**src/rtl/pse_defs_pkg.sv**
```systemverilog
// -----------------------------------------------------------------------------
// pse_defs
// Shared definitions for the priority scan encoder family:
//   - pse_state_e : scan FSM state encoding (IDLE / SCAN)
//   - clog2_f     : ceiling log2, used to size index ports from N
// -----------------------------------------------------------------------------
package pse_defs;

    typedef enum logic {
        ST_IDLE = 1'b0,
        ST_SCAN = 1'b1
    } pse_state_e;

    // Smallest w with 2**w >= n; evaluated at elaboration time only.
    function automatic int clog2_f(input int n);
        int w;
        w = 0;
        for (int i = 0; i < 32; i++) begin
            if ((64'd1 << i) < 64'(n)) begin
                w = i + 1;
            end
        end
        return w;
    endfunction

endpackage

```
**src/rtl/priority_scan_encoder_enc.sv**
```systemverilog
// -----------------------------------------------------------------------------
// prio_enc_n
// Combinational N-to-W priority encoder; the generalised 8-to-3 encoder.
// Parameters:
//   N         request width (>= 2)
//   MSB_FIRST 1: highest set index wins, 0: lowest set index wins
// Ports:
//   req_i  [N-1:0]  request vector
//   idx_o  [W-1:0]  index of the winning request (0 when none set)
//   any_o           at least one request bit is set
// -----------------------------------------------------------------------------
module prio_enc_n
    import pse_defs::*;
#(
    parameter int  N         = 8,
    parameter bit  MSB_FIRST = 1'b1,
    localparam int W         = clog2_f(N)
) (
    input  logic [N-1:0] req_i,
    output logic [W-1:0] idx_o,
    output logic         any_o
);

    logic [W-1:0] idx_s;

    // Walk toward the winning end so the last match seen is the winner.
    always_comb begin
        idx_s = {W{1'b0}};
        if (MSB_FIRST) begin
            for (int i = 0; i < N; i++) begin
                if (req_i[i]) begin
                    idx_s = W'(i);
                end else begin
                    idx_s = idx_s;
                end
            end
        end else begin
            for (int i = N - 1; i >= 0; i--) begin
                if (req_i[i]) begin
                    idx_s = W'(i);
                end else begin
                    idx_s = idx_s;
                end
            end
        end
    end

    assign idx_o = idx_s;
    assign any_o = |req_i;

endmodule

```
**src/rtl/priority_scan_encoder.sv**
```systemverilog
// -----------------------------------------------------------------------------
// priority_scan_encoder
// Accepts an N-bit request vector on a valid/ready handshake and emits the
// index of every set bit, one per transfer, in priority order.
// Ports:
//   clk, rst_n            clock, asynchronous active-low reset
//   in_vec/in_valid/in_ready     request vector handshake
//   out_idx/out_valid/out_ready  index stream handshake
//   out_last              current index is the final set bit of the vector
//   zero_drop             one-cycle pulse: all-zero vector accepted and dropped
//   busy                  a vector is being scanned
// -----------------------------------------------------------------------------
module priority_scan_encoder
    import pse_defs::*;
#(
    parameter int  N         = 8,
    parameter bit  MSB_FIRST = 1'b1,
    localparam int W         = clog2_f(N)
) (
    input  logic         clk,
    input  logic         rst_n,
    input  logic [N-1:0] in_vec,
    input  logic         in_valid,
    output logic         in_ready,
    output logic [W-1:0] out_idx,
    output logic         out_valid,
    input  logic         out_ready,
    output logic         out_last,
    output logic         zero_drop,
    output logic         busy
);

    pse_state_e   state_q, state_d;
    logic [N-1:0] pending_q, pending_d;
    logic         zero_drop_q, zero_drop_d;

    logic [W-1:0] idx_s;
    logic         any_s;
    logic         last_s;
    logic         transfer_s;
    logic         accept_s;
    logic [N-1:0] onehot_s;

    prio_enc_n #(
        .N         (N),
        .MSB_FIRST (MSB_FIRST)
    ) u_enc (
        .req_i (pending_q),
        .idx_o (idx_s),
        .any_o (any_s)
    );

    // Exactly one bit left: clearing the lowest set bit leaves nothing.
    assign last_s     = any_s & ((pending_q & (pending_q - {{(N-1){1'b0}}, 1'b1})) == {N{1'b0}});
    assign transfer_s = (state_q == ST_SCAN) & out_ready;
    // Ready also on the final transfer so a new vector follows with no bubble.
    assign in_ready   = (state_q == ST_IDLE) | (transfer_s & last_s);
    assign accept_s   = in_valid & in_ready;

    // Decode the current index into the bit to clear on a transfer.
    always_comb begin
        onehot_s = {N{1'b0}};
        for (int i = 0; i < N; i++) begin
            onehot_s[i] = (idx_s == W'(i));
        end
    end

    // Next-state: accept has priority since it only coincides with a last transfer.
    always_comb begin
        state_d     = state_q;
        pending_d   = pending_q;
        zero_drop_d = 1'b0;
        if (accept_s) begin
            if (|in_vec) begin
                pending_d = in_vec;
                state_d   = ST_SCAN;
            end else begin
                pending_d   = {N{1'b0}};
                state_d     = ST_IDLE;
                zero_drop_d = 1'b1;
            end
        end else if (transfer_s) begin
            pending_d = pending_q & ~onehot_s;
            if (last_s) begin
                state_d = ST_IDLE;
            end else begin
                state_d = ST_SCAN;
            end
        end else begin
            state_d = state_q;
        end
    end

    // FSM, pending vector and drop pulse registers.
    always_ff @(posedge clk or negedge rst_n) begin
        if (!rst_n) begin
            state_q     <= ST_IDLE;
            pending_q   <= {N{1'b0}};
            zero_drop_q <= 1'b0;
        end else begin
            case (state_d)
                ST_IDLE: state_q <= ST_IDLE;
                ST_SCAN: state_q <= ST_SCAN;
                default: state_q <= ST_IDLE;
            endcase
            pending_q   <= pending_d;
            zero_drop_q <= zero_drop_d;
        end
    end

    assign out_idx   = idx_s;
    assign out_last  = last_s;
    assign out_valid = (state_q == ST_SCAN);
    assign busy      = (state_q == ST_SCAN);
    assign zero_drop = zero_drop_q;

endmodule

```
**config.mk**
```make
export PLATFORM = sky130hd
export DESIGN_NAME = priority_scan_encoder
export DESIGN_NICKNAME = d
export VERILOG_FILES = /design/src/rtl/pse_defs_pkg.sv /design/src/rtl/priority_scan_encoder_enc.sv /design/src/rtl/priority_scan_encoder.sv
export SDC_FILE = /design/constraint.sdc
export NUM_CORES = 1
export LEC_CHECK = 0
export CORE_MARGIN = 1.5
export CORE_UTILIZATION = 40
export CTS_CLUSTER_SIZE = 8
export DETAILED_ROUTE_END_ITERATION = 6
export HOLD_SLACK_MARGIN = 0.1
export PLACE_DENSITY = 0.69
export SYNTH_ARGS = -nofsm -noshare
export SYNTH_HDL_FRONTEND = slang
export SYNTH_HIERARCHICAL = 1
export SYNTH_SLANG_ARGS = --single-unit
```
**constraint.sdc**
```tcl
create_clock -name clk -period 2.4 [get_ports clk]
set_clock_uncertainty 0.2 [all_clocks]
set_input_delay 0.24 -clock clk [delete_from_list [all_inputs] [get_ports clk]]
set_output_delay 0.24 -clock clk [all_outputs]
set_load 0.01 [all_outputs]
```
==> reports/metrics.yaml, run 1 <==
vias: 642
leakagePower_nw: 0.4209
drv_cap: 0
netSwitchingPower_uw: 542.6
power_frac_seq_pct: 27.1
cts_buffer_depth: 2
drtIter0Drc: 7
portBuffers: 19
design.core.area_um2: 1524
ys_seq_area_share_pct: 37.66
async_flop_share_pct: 100.0
clk_latency_ns: 0.27
wl_per_cell_um: 13.58
ant_nets: 0
place.detailed.hpwl_mm: 1.244
syn_avg_cell_area_um2: 9.358
grt_max_degree: 11
crit_arrival_ns: 1.83
power.total_mw: 1.287
ir_worst_vdd_v: 0.0007385
drive_above_1_share_pct: 19.19
yosysUniqueCellTypes: 28
rsz0062_at_grt: "no"
antenna_found_initial: 0
clk_pin_slew_ns: 0.07
placed_area_um2: 904.6
rows: 14
io_pins: 20
crit_required_ns: 1.96
synth-edff-count: 0
viasPerCell: 5.583
dieArea_um2: 1915
switching_share_pct: 42.16
worst-setup-path-type: "register to primary output"
cts_sinks: 10
crit_start: "pending_q[1]$_DFFE_PN0P_"
diodes: 0
crit_fanout: 6
fin_nets: 112
slew_headroom_pct: 68.87
dr.pass1.iters: 4
final_max_slew_viol_count: 0
setup_viol: 0
start_util_pct: 43.60
synth_ff_type: "dfrtp_1"
cts_root_buf: "clkbuf_4"
grt_pass1_wl_mm: 2.739
final_cell_area_um2: 958.4
grt_use_total_pct: 19.48
min_path_type: "primary input to register"
drc: 0
synth_area_um2: 664.4
hold_start: "in_vec[5]"
worst_setup_path_end_kind: "primary output"
status: "completed"
ys_ff_latch: 10
die_h_um: 43.76
intPower_uw: 744.3
postCtsSetupRepairBufs: 0
tightestPinTransition_ns: 0.4650
htreeDepth: 1
routed_wl_mm: 1.562
p_clk_share_pct: 11.8
grt-ovfl-total: 0
cts_tree: "done"
combPwrFrac_pct: 61.1
powerDensity_nw_per_um2: 1343
critPathLaunchType: "register"
fin_crit_sh_pct: 94.38
final-hold-violation-count: 0
die_width_um: 43.76
fin_tns_setup_ns: 0
fmaxAchievable_mhz: 441.5
ys_warn_count: 6
reg2reg_from: "pending_q[1]$_DFFE_PN0P_"
syn_inst: 71
grt_pass1_vias: 632
syn_to_final_growth_pct: 44.26
timing.hold.ws_ns: 0.3346
numCtsBuffers: 3
layout_min_cycle_time_ns: 2.265
synth_fp_nets: 83
gp_congestion: 0.8263
registers in the layout, indices dropped and copies added, names as in the netlist:
name	flops
busy	1
pending_q	8
zero_drop	1
power groups by stage:
stage / clock network [mW] / logic (mW) / registers (mW)
2_1_floorplan: 0 / 0.479 / 0.330
4_1_cts: 0.153 / 0.779 / 0.344
5_1_grt: 0.165 / 0.856 / 0.366
3_5_place_dp: 0 / 0.781 / 0.347
6_report: 0.152 / 0.786 / 0.349
3_3_place_gp: 0 / 0.775 / 0.343
cells by family after synthesis:
group / count (synthesis) / share of synthesized area [%]
fa+ha+maj: 1 / 1.695
simple gates: 23 / 16.95
buf+inv: 11 / 6.779
flops: 10 / 37.66
compound gates: 18 / 23.35
mux: 8 / 13.56
cells in the final DEF (no fill, tap or decap):
cell type,netlist,routed
or3_1,1,1
clkbuf_8,0,1
maj3_2,1,1
dfrtp_1,10,9
a21oi_1,1,1
buf_4,1,5
a2bb2oi_2,1,1
nor3_1,1,1
inv_2,1,1
nand3_1,1,1
o32ai_1,1,1
nand4_1,1,1
o211ai_1,1,1
inv_1,9,9
clkdlybuf4s50_1,0,17
o31ai_2,1,2
dlygate4sd3_1,0,1
a21oi_2,1,1
nor2_1,6,6
mux2i_1,6,6
nand2_1,6,6
clkbuf_4,0,3
mux2_4,2,2
nand3b_1,1,1
dlygate4sd2_1,0,1
a22oi_1,1,1
o32ai_4,1,1
o31a_1,2,2
dfrtp_2,0,1
o31ai_1,2,1
dlymetal6s2s_1,0,1
nor4_1,3,3
nand2b_1,2,2
o21ai_0,6,6
nor2b_1,1,1
final cells by class:
type / instances / area (um2)
tap: 16 / 20.02
multi-input combinational: 50 / 374.1
clock buffer: 4 / 36.28
sequential: 10 / 251.5
inverter: 10 / 37.54
timing repair buffer: 25 / 239.0
fill: 128 / 565.5
metal layers:
| layer | part of all wire, % | up-vias | track usage [%] |
|---|---|---|---|
| li1 | - | 314 | - |
| met1 | 48 | 310 | 26.05 |
| met2 | 47 | 13 | 30.00 |
| met3 | 2.9 | 5 | 2.917 |
| met4 | 2.0 | 0 | 10.91 |
| met5 | 0 | - | 0 |
cells in the mapped netlist, types with 2 or more instances:
cell | count | area share, %
o21ai_0 | 6 | 4.5
nand2b_1 | 2 | 1.9
mux2i_1 | 6 | 9.0
dfrtp_1 | 10 | 38
o31ai_1 | 2 | 2.3
nor4_1 | 3 | 2.8
o31a_1 | 2 | 2.6
inv_1 | 9 | 5.1
mux2_4 | 2 | 4.5
nand2_1 | 6 | 3.4
nor2_1 | 6 | 3.4
path summary, 6_finish.rpt:
kind | to | slack (ns) | cells past startpoint
max | in_ready | 0.13 | 4
min | pending_q[5]$_DFFE_PN0P_ | 0.33 | 3
max reg2reg | pending_q[4]$_DFFE_PN0P_ | 0.26 | 5
min reg2reg | pending_q[4]$_DFFE_PN0P_ | 0.40 | 2
max in group asynchronous | pending_q[1]$_DFFE_PN0P_ | 1.04 | 2
min in group asynchronous | pending_q[0]$_DFFE_PN0P_ | 0.62 | 2
stage by stage:
step	setup slack [ns]	cells	utilization [%]
6_report	0.1349	115	62.89
4_1_cts	0.009236	115	62.32
2_1_floorplan	0.2889	71	-
5_1_grt	0.02442	115	62.89
3_3_place_gp	0.1128	110	59.36
3_5_place_dp	0.1011	110	59.36
worst max-delay path: stages, from the launching register on:
cell           delay, ns
dfrtp_2             0.44
or3_1               0.39
a2bb2oi_2           0.17
o31ai_2             0.26
dlygate4sd2_1       0.30
repair_timing:
item | CTS | global route
hold buffers | 1 | 0
endpoints found under the setup margin | 1 | 2
endpoints found under the hold margin | 6 | 0
gates resized for setup | 1 | 3
pin swaps | 0 | 1
No activity file was read; power rests on OpenSTA's default activity.
==> run 2: changes to the inputs <==
Settings changed: MAX_ROUTING_LAYER from default to met4.
==> reports/metrics.yaml, run 2 (same netlist as run 1, synthesis figures left out) <==
regMostFlops: "pending_q"
worst_setup_path_end_kind: "primary output"
drc: 0  # unchanged
rsz0062_at_grt: "no"
dr.pass1.iters: 4  # unchanged
crit_required_ns: 1.96  # about the same
place.detailed.hpwl_mm: 1.244  # unchanged
wl_per_cell_um: 13.57  # -0.13%
fin_tns_setup_ns: 0  # unchanged
cts_buffer_depth: 2  # unchanged
syn_to_final_growth_pct: 44.26  # unchanged
grt_pass1_vias: 634  # +0.32%
dieArea_um2: 1915  # unchanged
fin_crit_sh_pct: 94.38  # about the same
grt-ovfl-total: 0  # unchanged
grt_max_degree: 11  # unchanged
fin_cells: 115  # unchanged
clk_latency_ns: 0.27  # about the same
numCtsBuffers: 3  # unchanged
worst-setup-path-type: "register to primary output"
io_pins: 20  # unchanged
portBuffers: 19  # unchanged
status: "completed"
drive_above_1_share_pct: 19.19  # unchanged
final-hold-violation-count: 0  # unchanged
diodes: 0  # unchanged
min_path_type: "primary input to register"
ant_nets: 0  # unchanged
placed_area_um2: 904.6  # unchanged
slew_headroom_pct: 68.93  # about the same
crit_arrival_ns: 1.83  # about the same
layout_commonest_cell: "clkdlybuf4s50_1"
layout_min_cycle_time_ns: 2.265  # -0.00004800 ns
critPathLaunchType: "register"
grt_use_total_pct: 20.00  # +0.52 points
drtIter0Drc: 6  # -1
die_h_um: 43.76  # unchanged
leakagePower_nw: 0.4209  # about the same
powerDensity_nw_per_um2: 1342  # about the same
routed_wl_mm: 1.560  # -0.13%
crit_fanout: 6  # unchanged
cts_tree: "done"
final_max_slew_viol_count: 0  # unchanged
antenna_found_initial: 0  # unchanged
gp_congestion: 0.8388  # +1.5%
largest_reg_flops: 8  # unchanged
cts_sinks: 10  # unchanged
grt_pass1_wl_mm: 2.725  # -0.51%
tightestPinTransition_ns: 0.4640  # -0.0009260 ns
cts_root_buf: "clkbuf_4"
design.core.area_um2: 1524  # unchanged
fmaxAchievable_mhz: 441.5  # about the same
setup_viol: 0  # unchanged
layout_common_cells: "clkdlybuf4s50_1 (17), inv_1 (9), dfrtp_1 (9)"
viasPerCell: 5.600  # +0.31%
postCtsSetupRepairBufs: 0  # unchanged
die_width_um: 43.76  # unchanged
start_util_pct: 43.60  # unchanged
dp.cells: 110  # unchanged
clk_pin_slew_ns: 0.07  # about the same
rows: 14  # unchanged
fin_nets: 112  # unchanged
reg2reg_setup_slack_ns: 0.26  # about the same
vias: 644  # +0.31%
drv_cap: 0  # unchanged
final_cell_area_um2: 958.4  # unchanged
ir_worst_vdd_v: 0.0007384  # about the same
htreeDepth: 1  # unchanged
[run 2: cell counts in the layout (fill, tap and decap cells not counted)]
No cell type changed its count.
[run 2: worst paths after layout]
| kind | startpoint | endpoint | depth (start not counted) |
|---|---|---|---|
| setup / recovery | pending_q[1]$_DFFE_PN0P_ | in_ready | 4 |
| hold / removal | in_vec[5] | pending_q[5]$_DFFE_PN0P_ | 3 |
| setup reg to reg | pending_q[1]$_DFFE_PN0P_ | pending_q[4]$_DFFE_PN0P_ | 5 |
| hold reg to reg | pending_q[4]$_DFFE_PN0P_ | pending_q[4]$_DFFE_PN0P_ | 2 |
| max in group asynchronous | rst_n | pending_q[1]$_DFFE_PN0P_ | 2 |
| min in group asynchronous | rst_n | pending_q[0]$_DFFE_PN0P_ | 2 |
[run 2: metrics by stage]
| stage | power, mW | utilization (%) | hold slack, ns | setup slack [ns] |
|---|---|---|---|---|
| after floorplan | 0.8092 | - | -0.2556 | 0.2889 |
| after global placement | 1.118 | 59.36 | 0.3873 | 0.1128 |
| after detailed placement | 1.128 | 59.36 | 0.3871 | 0.1011 |
| after CTS | 1.276 | 62.32 | 0.3452 | 0.009236 |
| after global routing | 1.385 | 62.89 | 0.3801 | 0.02442 |
| final | 1.286 | 62.89 | 0.3347 | 0.1350 |
[run 2: layout make-up]
| class | count | area, um2 |
|---|---|---|
| Fill cell | 128 | 565.5 |
| Clock buffer | 4 | 36.28 |
| Sequential cell | 10 | 251.5 |
| Tap cell | 16 | 20.02 |
| Timing Repair Buffer | 25 | 239.0 |
| Inverter | 10 | 37.54 |
| Multi-Input combinational cell | 50 | 374.1 |
[run 2: power breakdown]
part | total (mW) | switching, mW | internal [mW]
Clock | 0.151 | 0.0589 | 0.0922
Combinational | 0.786 | 0.373 | 0.413
Sequential | 0.349 | 0.110 | 0.239
[run 2: critical path: stages, from the launching register on]
cell           delay, ns
dfrtp_2             0.44
or3_1               0.39
a2bb2oi_2           0.17
o31ai_2             0.26
dlygate4sd2_1       0.30
[run 2: what timing repair did]
| action | 4_1_cts | 5_1_grt |
|---|---|---|
| endpoints found under the setup margin | 1 | 2 |
| hold buffers | 1 | 0 |
| hold endpoints to repair | 6 | 0 |
| resized for setup | 1 | 3 |
[run 2: metal layers]
layer,track usage (%),up-vias,wire length (um)
met5,-,-,0
met4,10.91,0,31
met3,2.917,5,46
met2,30.00,13,733
met1,25.79,312,749
li1,-,314,-
==> run 3: changes to the inputs <==
Settings changed: DONT_BUFFER_PORTS from default to 1, PLACE_DENSITY 0.69 to 0.53, RECOVER_POWER from default to 100.
==> reports/metrics.yaml, run 3 (same netlist as run 1, synthesis figures left out) <==
status: "completed"
dr.pass1.iters: 4  # unchanged
worstHoldEndpoint: "pending_q[5]$_DFFE_PN0P_"
ant_nets: 0  # unchanged
rows: 14  # unchanged
vias: 598  # -7.1%
cts_sinks: 10  # unchanged
holdPathStages: 3  # unchanged
clk_latency_ns: 0.27  # about the same
fin_nets: 101  # -9.8%
cts_root_buf: "clkbuf_4"
intPower_uw: 561.5  # -25%
fin_ws_ns: 0.1853  # +0.05036 ns
combPwrFrac_pct: 51.0  # -10 points
dp.cells: 88  # -20%
ctsResizeCount: 0  # -1
grt-ovfl-total: 0  # unchanged
setup_viol: 0  # unchanged
crit_arrival_ns: 1.77  # -0.06 ns
portBuffers: 0  # -19
crit_chain: "or3_1, a2bb2oi_1, o31ai_1"
grt_use_total_pct: 20.82  # +0.82 points
gp_congestion: 0.8142  # -2.9%
rsz0062_at_grt: "no"
place.detailed.hpwl_mm: 1.132  # -9.0%
power_frac_seq_pct: 34.1  # +7.0 points
htreeDepth: 1  # unchanged
fin_crit_sh_pct: 92.28  # -2.1 points
hold_start: "out_ready"
min_path_type: "primary input to register"
crit_fanout: 6  # unchanged
netSwitchingPower_uw: 499.3  # -7.8%
switching_share_pct: 47.07  # +4.9 points
die_h_um: 43.76  # unchanged
slowest_delay_ns: 0.50  # +0.06 ns
reg2regPathDepth: 5  # unchanged
cts_hold_buffers: 12  # +11
grt_max_degree: 11  # unchanged
final_max_slew_viol_count: 0  # unchanged
tightestPinTransition_ns: 0.5106  # +0.04659 ns
grt_pass1_vias: 596  # -6.0%
crit_slowest_cell: "o31ai_1"
crit_required_ns: 1.96  # about the same
dp_worst_setup_slack_ns: 0.2337  # +0.1326 ns
drtIter0Drc: 6  # unchanged
p_clk_share_pct: 14.9  # +3.2 points
timing.hold.ws_ns: 0.1420  # -0.1927 ns
routed_wl_mm: 1.574  # +0.90%
regMostFlops: "pending_q"
powerDensity_nw_per_um2: 1277  # -4.8%
worst-setup-path-type: "register to primary output"
worst_setup_path_end_kind: "primary output"
clk_pin_slew_ns: 0.07  # about the same
drc: 0  # unchanged
slew_headroom_pct: 65.67  # -3.3 points
syn_to_final_growth_pct: 25.05
fin_tns_setup_ns: 0  # unchanged
die_width_um: 43.76  # unchanged
drive_above_1_share_pct: 11.36  # -7.8 points
grt_pass1_wl_mm: 2.773  # +1.8%
largest_reg_flops: 8  # unchanged
io_pins: 20  # unchanged
layout_min_cycle_time_ns: 2.215  # -0.05036 ns
drv_cap: 0  # unchanged
layout_common_cells: "dlygate4sd3_1 (12), dfrtp_1 (10), inv_1 (9)"
diodes: 0  # unchanged
dieArea_um2: 1915  # unchanged
critPathLaunchType: "register"
design.core.area_um2: 1524  # unchanged
numCtsBuffers: 3  # unchanged
fin_cells: 104  # -9.6%
fmaxAchievable_mhz: 451.5  # +2.3%
postCtsSetupRepairBufs: 0  # unchanged
reg2reg_setup_slack_ns: 0.23  # -0.03 ns
cts_tree: "done"
start_util_pct: 43.60  # unchanged
layout_commonest_cell: "dlygate4sd3_1"
antenna_found_initial: 0  # unchanged
wl_per_cell_um: 15.13  # +12%
cts_buffer_depth: 2  # unchanged
ir_worst_vdd_v: 0.0005744  # -22%
viasPerCell: 5.750  # +2.7%
timing.rr.end: "pending_q[4]$_DFFE_PN0P_"
final-hold-violation-count: 0  # unchanged
reg2reg_from: "pending_q[1]$_DFFE_PN0P_"
leakagePower_nw: 0.3477  # -17%
[run 3: cell types whose count changed in the layout (fill, tap and decap cells not counted), moves of 2 or more]
cell and delta:
buf_4 -4, clkdlybuf4s50_1 -17, dlygate4sd3_1 +11, mux2_1 +2, mux2_4 -2
[run 3: final cells by class]
type                    count  area [um2]
clock buffers               4       36.28
repair buffers             14       131.4
multi-input cells          50       355.3
well taps                  16       20.02
inverters                  10       37.54
flip-flops and latches     10       250.2
fillers                   147       693.2
[run 3: worst max-delay path by stage]
stage / from / to / slack (ns) / cells after the start
floorplan: pending_q[1]$_DFFE_PN0P_ / pending_q[0]$_DFFE_PN0P_ / 0.29 / 4
global placement: pending_q[1]$_DFFE_PN0P_ / pending_q[7]$_DFFE_PN0P_ / 0.26 / 5
detailed placement: pending_q[1]$_DFFE_PN0P_ / pending_q[4]$_DFFE_PN0P_ / 0.23 / 5
CTS: pending_q[1]$_DFFE_PN0P_ / in_ready / 0.18 / 3
global route: pending_q[4]$_DFFE_PN0P_ / in_ready / 0.10 / 3
finish: pending_q[1]$_DFFE_PN0P_ / in_ready / 0.19 / 3
[run 3: through the flow]
step | power [mW] | util, % | cell area, um2
global route | 1.157 | 54.52 | 830.8
detailed placement | 0.9299 | 45.40 | 691.9
global placement | 0.9275 | 45.40 | 691.9
CTS | 1.114 | 55.67 | 848.3
finish | 1.061 | 54.52 | 830.8
floorplan | 0.8092 | - | 664.4
[run 3: power groups by stage]
| stage | combinational, mW | clock (mW) | sequential, mW |
|---|---|---|---|
| after floorplan | 0.479 | 0 | 0.330 |
| after global placement | 0.563 | 0 | 0.364 |
| after detailed placement | 0.566 | 0 | 0.364 |
| after CTS | 0.592 | 0.162 | 0.360 |
| after global routing | 0.606 | 0.170 | 0.382 |
| final | 0.541 | 0.158 | 0.362 |
[run 3: critical path, delay by kind of cell, from the launching register on]
family | cells | cell delay [ns]
compound gates | 2 | 0.68
flops | 1 | 0.44
simple gates | 1 | 0.38
[run 3: per-layer routing]
layer | track usage, % | vias up | part of all wire (%)
li1 | - | 290 | -
met4 | 10.91 | 0 | 1.6
met2 | 30.29 | 17 | 46
met1 | 26.91 | 287 | 47
met3 | 4.583 | 4 | 5.2
met5 | - | - | 0
